## src/rtl/updown_counter_ctrl.sv

```systemverilog
// updown_counter_ctrl
//   Parametrised up/down counter with run/stop and direction control.
//   Commands come from one-cycle button pulses and from ASCII bytes
//   delivered by the UART receiver. While running, the count steps once
//   every DIV = CLK_FREQ_HZ/TICK_HZ clock cycles. At a terminal value it
//   either wraps (WRAP=1) or holds and stops itself (WRAP=0).
//
//   state   | meaning
//   --------+------------------------------------------------
//   ST_STOP | prescaler frozen, count holds
//   ST_RUN  | prescaler advancing, count steps on each tick
//
// Ports
//   clk, reset                 system clock, synchronous active-high reset
//   btn_mode/run_stop/clear    one-cycle command pulses from button detectors
//   uart_valid, uart_data      received ASCII byte, qualified by uart_valid
//   count                      current count, 0..MAX_COUNT
//   count_tick                 one-cycle pulse on every cycle the count steps
//   led_mode                   01 = up, 10 = down
//   led_run_stop               01 = stop, 10 = run
module updown_counter_ctrl #(
  parameter int CLK_FREQ_HZ = 100_000_000,
  parameter int TICK_HZ     = 10,
  parameter int MAX_COUNT   = 9999,
  parameter int CNT_W       = 14,
  parameter int WRAP        = 1
) (
  input  logic             clk,
  input  logic             reset,
  input  logic             btn_mode,
  input  logic             btn_run_stop,
  input  logic             btn_clear,
  input  logic             uart_valid,
  input  logic [7:0]       uart_data,
  output logic [CNT_W-1:0] count,
  output logic             count_tick,
  output logic [1:0]       led_mode,
  output logic [1:0]       led_run_stop
);

  localparam int DIV   = CLK_FREQ_HZ / TICK_HZ;
  localparam int PSC_W = (DIV > 2) ? $clog2(DIV) : 1;
  localparam logic [PSC_W-1:0] PSC_LAST = PSC_W'(DIV - 1);
  localparam logic [CNT_W-1:0] CNT_MAX  = CNT_W'(MAX_COUNT);
  localparam logic [CNT_W-1:0] CNT_ONE  = CNT_W'(1);

  typedef enum logic {ST_STOP, ST_RUN} state_t;
  typedef enum logic {DIR_UP, DIR_DOWN} dir_t;

  state_t           state_q, state_n;
  dir_t             dir_q, dir_n;
  logic [PSC_W-1:0] psc_q, psc_n;
  logic [CNT_W-1:0] count_q, count_n;
  logic             tick_q, tick_n;
  logic [1:0]       led_mode_q, led_mode_n;
  logic [1:0]       led_rs_q, led_rs_n;

  logic cmd_run_stop, cmd_clear, cmd_toggle, cmd_up, cmd_down;
  logic tick_due, at_term, term_stop;

  // Button pulses and UART commands are OR'd so a simultaneous pair acts once.
  always_comb begin
    cmd_run_stop = btn_run_stop;
    cmd_clear    = btn_clear;
    cmd_toggle   = btn_mode;
    cmd_up       = 1'b0;
    cmd_down     = 1'b0;
    if (uart_valid) begin
      case (uart_data)
        "r", "R": cmd_run_stop = 1'b1;
        "c", "C": cmd_clear    = 1'b1;
        "m", "M": cmd_toggle   = 1'b1;
        "u", "U": cmd_up       = 1'b1;
        "d", "D": cmd_down     = 1'b1;
        default:  ;
      endcase
    end
  end

  always_ff @(posedge clk) begin
    if (reset) begin
      state_q    <= ST_STOP;
      dir_q      <= DIR_UP;
      psc_q      <= '0;
      count_q    <= '0;
      tick_q     <= 1'b0;
      led_mode_q <= 2'b01;
      led_rs_q   <= 2'b01;
    end else begin
      state_q    <= state_n;
      dir_q      <= dir_n;
      psc_q      <= psc_n;
      count_q    <= count_n;
      tick_q     <= tick_n;
      led_mode_q <= led_mode_n;
      led_rs_q   <= led_rs_n;
    end
  end

  always_comb begin
    state_n   = state_q;
    dir_n     = dir_q;
    psc_n     = psc_q;
    count_n   = count_q;
    tick_n    = 1'b0;
    term_stop = 1'b0;

    tick_due = (state_q == ST_RUN) && (psc_q == PSC_LAST);
    at_term  = (dir_q == DIR_UP) ? (count_q == CNT_MAX) : (count_q == '0);

    // Clear beats a coincident tick, so a terminal hit is not seen either.
    if (cmd_clear) begin
      count_n = '0;
      psc_n   = '0;
    end else if (tick_due) begin
      psc_n = '0;
      if (at_term && (WRAP == 0)) begin
        term_stop = 1'b1;
      end else begin
        tick_n = 1'b1;
        if (dir_q == DIR_UP) count_n = at_term ? '0 : count_q + CNT_ONE;
        else                 count_n = at_term ? CNT_MAX : count_q - CNT_ONE;
      end
    end else if (state_q == ST_RUN) begin
      psc_n = psc_q + PSC_W'(1);
    end

    if (term_stop)         state_n = ST_STOP;
    else if (cmd_run_stop) state_n = (state_q == ST_RUN) ? ST_STOP : ST_RUN;

    // The tick above already used dir_q; a new direction applies from the next tick.
    if (cmd_up)          dir_n = DIR_UP;
    else if (cmd_down)   dir_n = DIR_DOWN;
    else if (cmd_toggle) dir_n = (dir_q == DIR_UP) ? DIR_DOWN : DIR_UP;

    led_mode_n = (dir_n == DIR_UP) ? 2'b01 : 2'b10;
    led_rs_n   = (state_n == ST_RUN) ? 2'b10 : 2'b01;
  end

  assign count        = count_q;
  assign count_tick   = tick_q;
  assign led_mode     = led_mode_q;
  assign led_run_stop = led_rs_q;

endmodule

```

## config.mk

```make
export PLATFORM = sky130hd
export DESIGN_NAME = updown_counter_ctrl
export DESIGN_NICKNAME = d
export VERILOG_FILES = /design/src/rtl/updown_counter_ctrl.sv
export SDC_FILE = /design/constraint.sdc
export NUM_CORES = 1
export LEC_CHECK = 0
export ABC_AREA = 1
export ABC_CLOCK_PERIOD_IN_PS = 2800
export BUFFER_PORTS_ARGS = -buffer_cell sky130_fd_sc_hd__buf_2
export CORE_ASPECT_RATIO = 0.75
export CORE_MARGIN = 2
export CORE_UTILIZATION = 63
export DETAILED_ROUTE_END_ITERATION = 10
export GPL_TIMING_DRIVEN = 0
export PLACE_DENSITY = 0.85
export SETUP_SLACK_MARGIN = 0.1
export SLEW_MARGIN = 40
export SYNTH_ARGS = -nofsm -noshare
export SYNTH_HDL_FRONTEND = slang
export SYNTH_SLANG_ARGS = --single-unit
```

## constraint.sdc

```tcl
create_clock -name clk -period 2.8 [get_ports clk]
set_input_delay 0.84 -clock clk [delete_from_list [all_inputs] [get_ports clk]]
set_output_delay 0.84 -clock clk [all_outputs]
set_load 0.01 [all_outputs]
```

* Word level (Yosys, flattened, before mapping) *
Cells that the tools add are included.

word-level totals
  register bits after elaboration = 45
  output and inout bits = 19
  logic and storage cells = 54

cells by class
  add/subtract/negate cells = 3
  equal/unequal tests = 12
  multiplexer cells = 23
  reduce and logical (&&, ||, !) cells = 9

operator list
  operator                                              count
  equality test 8 x 7 -> 1 bit (second input constant)  10
  2-to-1 mux 14 bit                                     3
  adder 24 x 1 -> 24 bit (second input constant)        1
  equality test 24 bit (second input constant)          1
  2-to-1 mux 1 bit                                      18
  adder 14 x 1 -> 14 bit (second input constant)        1
  equality test 14 bit (second input constant)          1
  logical NOT 14 bit                                    1
  subtractor 14 x 1 -> 14 bit (second input constant)   1
  OR reduction 2 bit                                    6
  2-to-1 mux 2 bit                                      2
  OR reduction 3 bit                                    1
  logical AND 1 bit                                     1

* Depth between registers and ports, before layout *
  depth after elaboration = 8
  mapped depth = 11

* Worst setup path before layout *
Ideal clock, no wire load.

  kind = input port to flip-flop
  from = input uart_data[3]
  to = register psc_q[12]
  setup time = 116 ps
  arrival time = 1668 ps
  required time = 2684 ps
  slack = 1016 ps
  stages on the path = 8
  buffers on the path = 1
  cells stage by stage = nor2_1 -> nand2_1 -> nor2_1 -> a21oi_4 -> inv_2 -> nor2_8 -> buf_6 -> o211a_1

on the way
  word-level cells in the longest chain between the ends = 5
  elaborated cells between the ends (all ways) = 6
  classes of those cells = eq/ne: 2; mux: 2; reduce/logical: 2

ends and longest elaborated chain
  what                              RTL line  text
  from (decl)                       34        input logic [7:0] uart_data,
  equality test 8 x 7 -> 1 bit      69        case (uart_data)
  OR reduction 2 bit (*)            69
  2-to-1 mux 1 bit (*)              69
  2-to-1 mux 1 bit (*)              68        if (uart_valid) begin
  OR reduction 3 bit (no line) (*)  -
  to (signal assigned)              92        psc_q <= psc_n;
  to (decl)                         52        logic [PSC_W-1:0] psc_q, psc_n;

Mark *: on every way between the ends. The rest lies on a longest branch, timed or not.
A chain may end at the register's enable or synchronous reset.

==> results.sh <==
export IMPL_status="completed"
export IMPL_hold_start="psc_q[1]"
export IMPL_syn_to_final_growth_pct=12.8
export IMPL_worst_slew_pin_slew_ps=424
export IMPL_cp_end_kind="output port"
export IMPL_clkSlewWorstSetupHoldPaths_ps=100
export IMPL_htree_levels=2
export IMPL_dieArea_um2=5070
export IMPL_grt_usage_pct=28.7
export IMPL_drt_wl_total_mm=6.84
export IMPL_critical_path_peak_fanout=6
export IMPL_synth_most_common_cell="nand2_1"
export IMPL_yosysSeqAreaShare_pct=30.3
export IMPL_max_slew_margin_rel_pct=71.7
export IMPL_synth_top_area_cell="dfxtp_1"
export IMPL_clkSinkCount=43
export IMPL_timing_rr_start="count[0]"
export IMPL_min_to="psc_q[1]"
export IMPL_cts_resized_gates=0
export IMPL_place_congestion=0.971
export IMPL_worstPathRequired_ps=1960
export IMPL_clkLatencyLatePin_ps=300
export IMPL_post_route_period_util_pct=68.5
export IMPL_antenna_found_initial=0
export IMPL_p_per_area_nw_per_um2=410
export IMPL_cp_num_cells=2
export IMPL_fin_tns_setup_ps=0
export IMPL_post_cts_setup_buffers=0
export IMPL_synth_top_area_share_pct=30.3
export IMPL_die_x_um=81.6
export IMPL_drive_above_1_share_pct=16.0
export IMPL_crit_family="flip-flops"
export IMPL_start_util_pct=64.4
export IMPL_synthFlopType="dfxtp_1"
export IMPL_cp_arrival_ps=1080
export IMPL_p_sw_share_pct=22.9
export IMPL_placed_cell_area_um2=3070
export IMPL_vias=2918
export IMPL_slew_viol_final=0
export IMPL_cts_tree="built"
export IMPL_syn_area_um2=2840
export IMPL_drtAntennaViolNets=0
export IMPL_crit_path_top_delay_cell="dfxtp_1"
export IMPL_hold_class="register to register"
export IMPL_syn_area_per_cell_um2=6.35
export IMPL_n_antenna_cell=0
export IMPL_cap_violations=0
export IMPL_grt_pass1_wl_mm=11.5
export IMPL_drt_iter0_drc=238
export IMPL_ys_seq_elements=43
export IMPL_power_frac_comb_pct=8.8
export IMPL_rows=21
export IMPL_synthCells=448
export IMPL_leakage_nw=1.51
export IMPL_p_int_mw=1.01
export IMPL_r2r_end="count[13]"
export IMPL_clock_fmax_mhz=522
export IMPL_portBuffers=31
export IMPL_peakVddDrop_mv=0.454
export IMPL_pwr_share_clk_pct=43.8
export IMPL_min_path_cells=2
export IMPL_viasPerCell=5.36
export IMPL_drc=0
export IMPL_r2r_slack_ps=960
export IMPL_critPathMaxStageDelay_ps=510
export IMPL_synthTopCellsByArea="dfxtp_1 30%, nand2_1 19%, nor2_1 9.0%"
export IMPL_core_area_um2=4410
export IMPL_critPathKind="register to output port"
export IMPL_postLayoutCellArea_um2=3210
export IMPL_final_core_util_pct=72.6
export IMPL_finalCriticalPeriod_ps=1920
export IMPL_wl_per_cell_um=12.6
export IMPL_cp_num_buf_inv=2
export IMPL_place_hpwl_mm=5.22
export IMPL_cts_made_buffers=5
export IMPL_cts_buffer_depth=2
export IMPL_synthesis_nets=465
export IMPL_p_seq_share_pct=47.4
export IMPL_nFillCells=386
export IMPL_firstDrtPassIters=5
export IMPL_reg2reg_depth=11
export IMPL_start_kind="register"
export IMPL_final_hold_violation_count=0
export IMPL_power_switching_mw=0.301
export IMPL_root_buffer="clkbuf_8"
export IMPL_io_pins=33
export IMPL_yosysWarnings=0
export IMPL_setup_violations=0
export IMPL_skew_ps=16.0
export IMPL_synth_cell_type_count=34
export IMPL_yosys_top_cells_count="142 x nand2_1, 68 x nor2_1, 44 x inv_1"
export IMPL_rsz0062_at_grt="no"
export IMPL_synth_edf_count=0
export IMPL_finalPower_mw=1.32
export IMPL_gr_total_overflow=0
export IMPL_grt_max_degree=15
export IMPL_crit_chain="buf_4 -> buf_2"
export IMPL_holdBufCountCts=0
export IMPL_async_reset_ff_share_pct=0
export IMPL_die_height_um=62.2
export IMPL_first_global_vias=2576
export IMPL_finalNetCount=503
-- worst register-to-register path, delay by kind of cell, from the launching register on --
kind,cells,cell delay [ps]
buffers and inverters,1,110
flip-flops,1,400
adder cells (fa/ha/maj),1,280
AND/OR/NAND/NOR,9,1000
-- kinds of logic after synthesis --
kind of cell               Yosys count  share of synthesized area, %
and+or+nand+nor                    299                          48.6
buffers and inverters               59                          9.15
DFF                                 43                          30.3
AOI/OAI and AO/OA                   28                          5.72
xor gates and xnor gates            16                          4.93
adders and majority gates            3                          1.32
-- worst max-delay path by stage --
stage | slack (ps) | startpoint | end
2_1_floorplan | 1020 | uart_data[3] | psc_q[12]
3_3_place_gp | 770 | uart_data[3] | psc_q[20]
3_5_place_dp | 730 | uart_data[6] | psc_q[8]
4_1_cts | 880 | dir_q | led_mode[1]
5_1_grt | 770 | count[0] | count[10]
6_report | 880 | dir_q | led_mode[1]
-- metal layers --
metal	wire length (µm)	vias up	share of wire, %	GRT usage, %
met5	0	-	0	0
met4	46	0	0.67	6.88
met3	533	5	7.8	5.52
met2	2780	124	41	43.2
met1	3480	1289	51	42.1
li1	-	1500	-	-
-- flip-flops by register name, summed over array words and instances (netlist names) --
signal / count
psc_q: 24
led_run_stop: 1
led_mode: 1
count: 14
state_q: 1
count_tick: 1
dir_q: 1
-- area by class of cell --
type | count | area (µm²) | area share [%]
Multi-Input combinational cell | 346 | 1720 | 53.7
Tap cell | 57 | 71.3 | 2.22
Clock buffer | 5 | 68.8 | 2.15
Clock inverter | 3 | 67.6 | 2.11
Sequential cell | 43 | 861 | 26.8
Buffer | 7 | 60.1 | 1.87
Timing Repair Buffer | 31 | 155 | 4.84
Inverter | 52 | 200 | 6.24
-- stage by stage --
| step | hold slack, ps | setup WS (ps) | cells |
|---|---|---|---|
| after floorplan | 452 | 1020 | 448 |
| after global placement | 467 | 769 | 536 |
| after detailed placement | 484 | 734 | 536 |
| after CTS | 497 | 875 | 544 |
| after global routing | 528 | 772 | 544 |
| final | 497 | 883 | 544 |
-- placed cells by master, fill, tap and decap left out, types with 4 or more instances in the layout --
| master | n |
|---|---|
| xor2_1 | 12 |
| clkbuf_8 | 5 |
| nand3_1 | 40 |
| nor3_2 | 5 |
| a21oi_1 | 9 |
| inv_1 | 44 |
| buf_2 | 31 |
| xnor2_1 | 4 |
| inv_2 | 6 |
| nor3_1 | 15 |
| nand4_1 | 8 |
| o21ai_0 | 13 |
| nor2_1 | 68 |
| nand2_1 | 142 |
| nand2_2 | 4 |
| dfxtp_1 | 43 |
-- power groups by stage --
stage | clock network (mW) | logic [mW] | registers [mW]
3_5_place_dp | 0 | 0.113 | 0.638
2_1_floorplan | 0 | 0.0768 | 0.637
3_3_place_gp | 0 | 0.111 | 0.638
5_1_grt | 0.608 | 0.129 | 0.625
4_1_cts | 0.586 | 0.114 | 0.623
6_report | 0.577 | 0.116 | 0.623
Note: power is estimated with default switching activity, not from simulation.
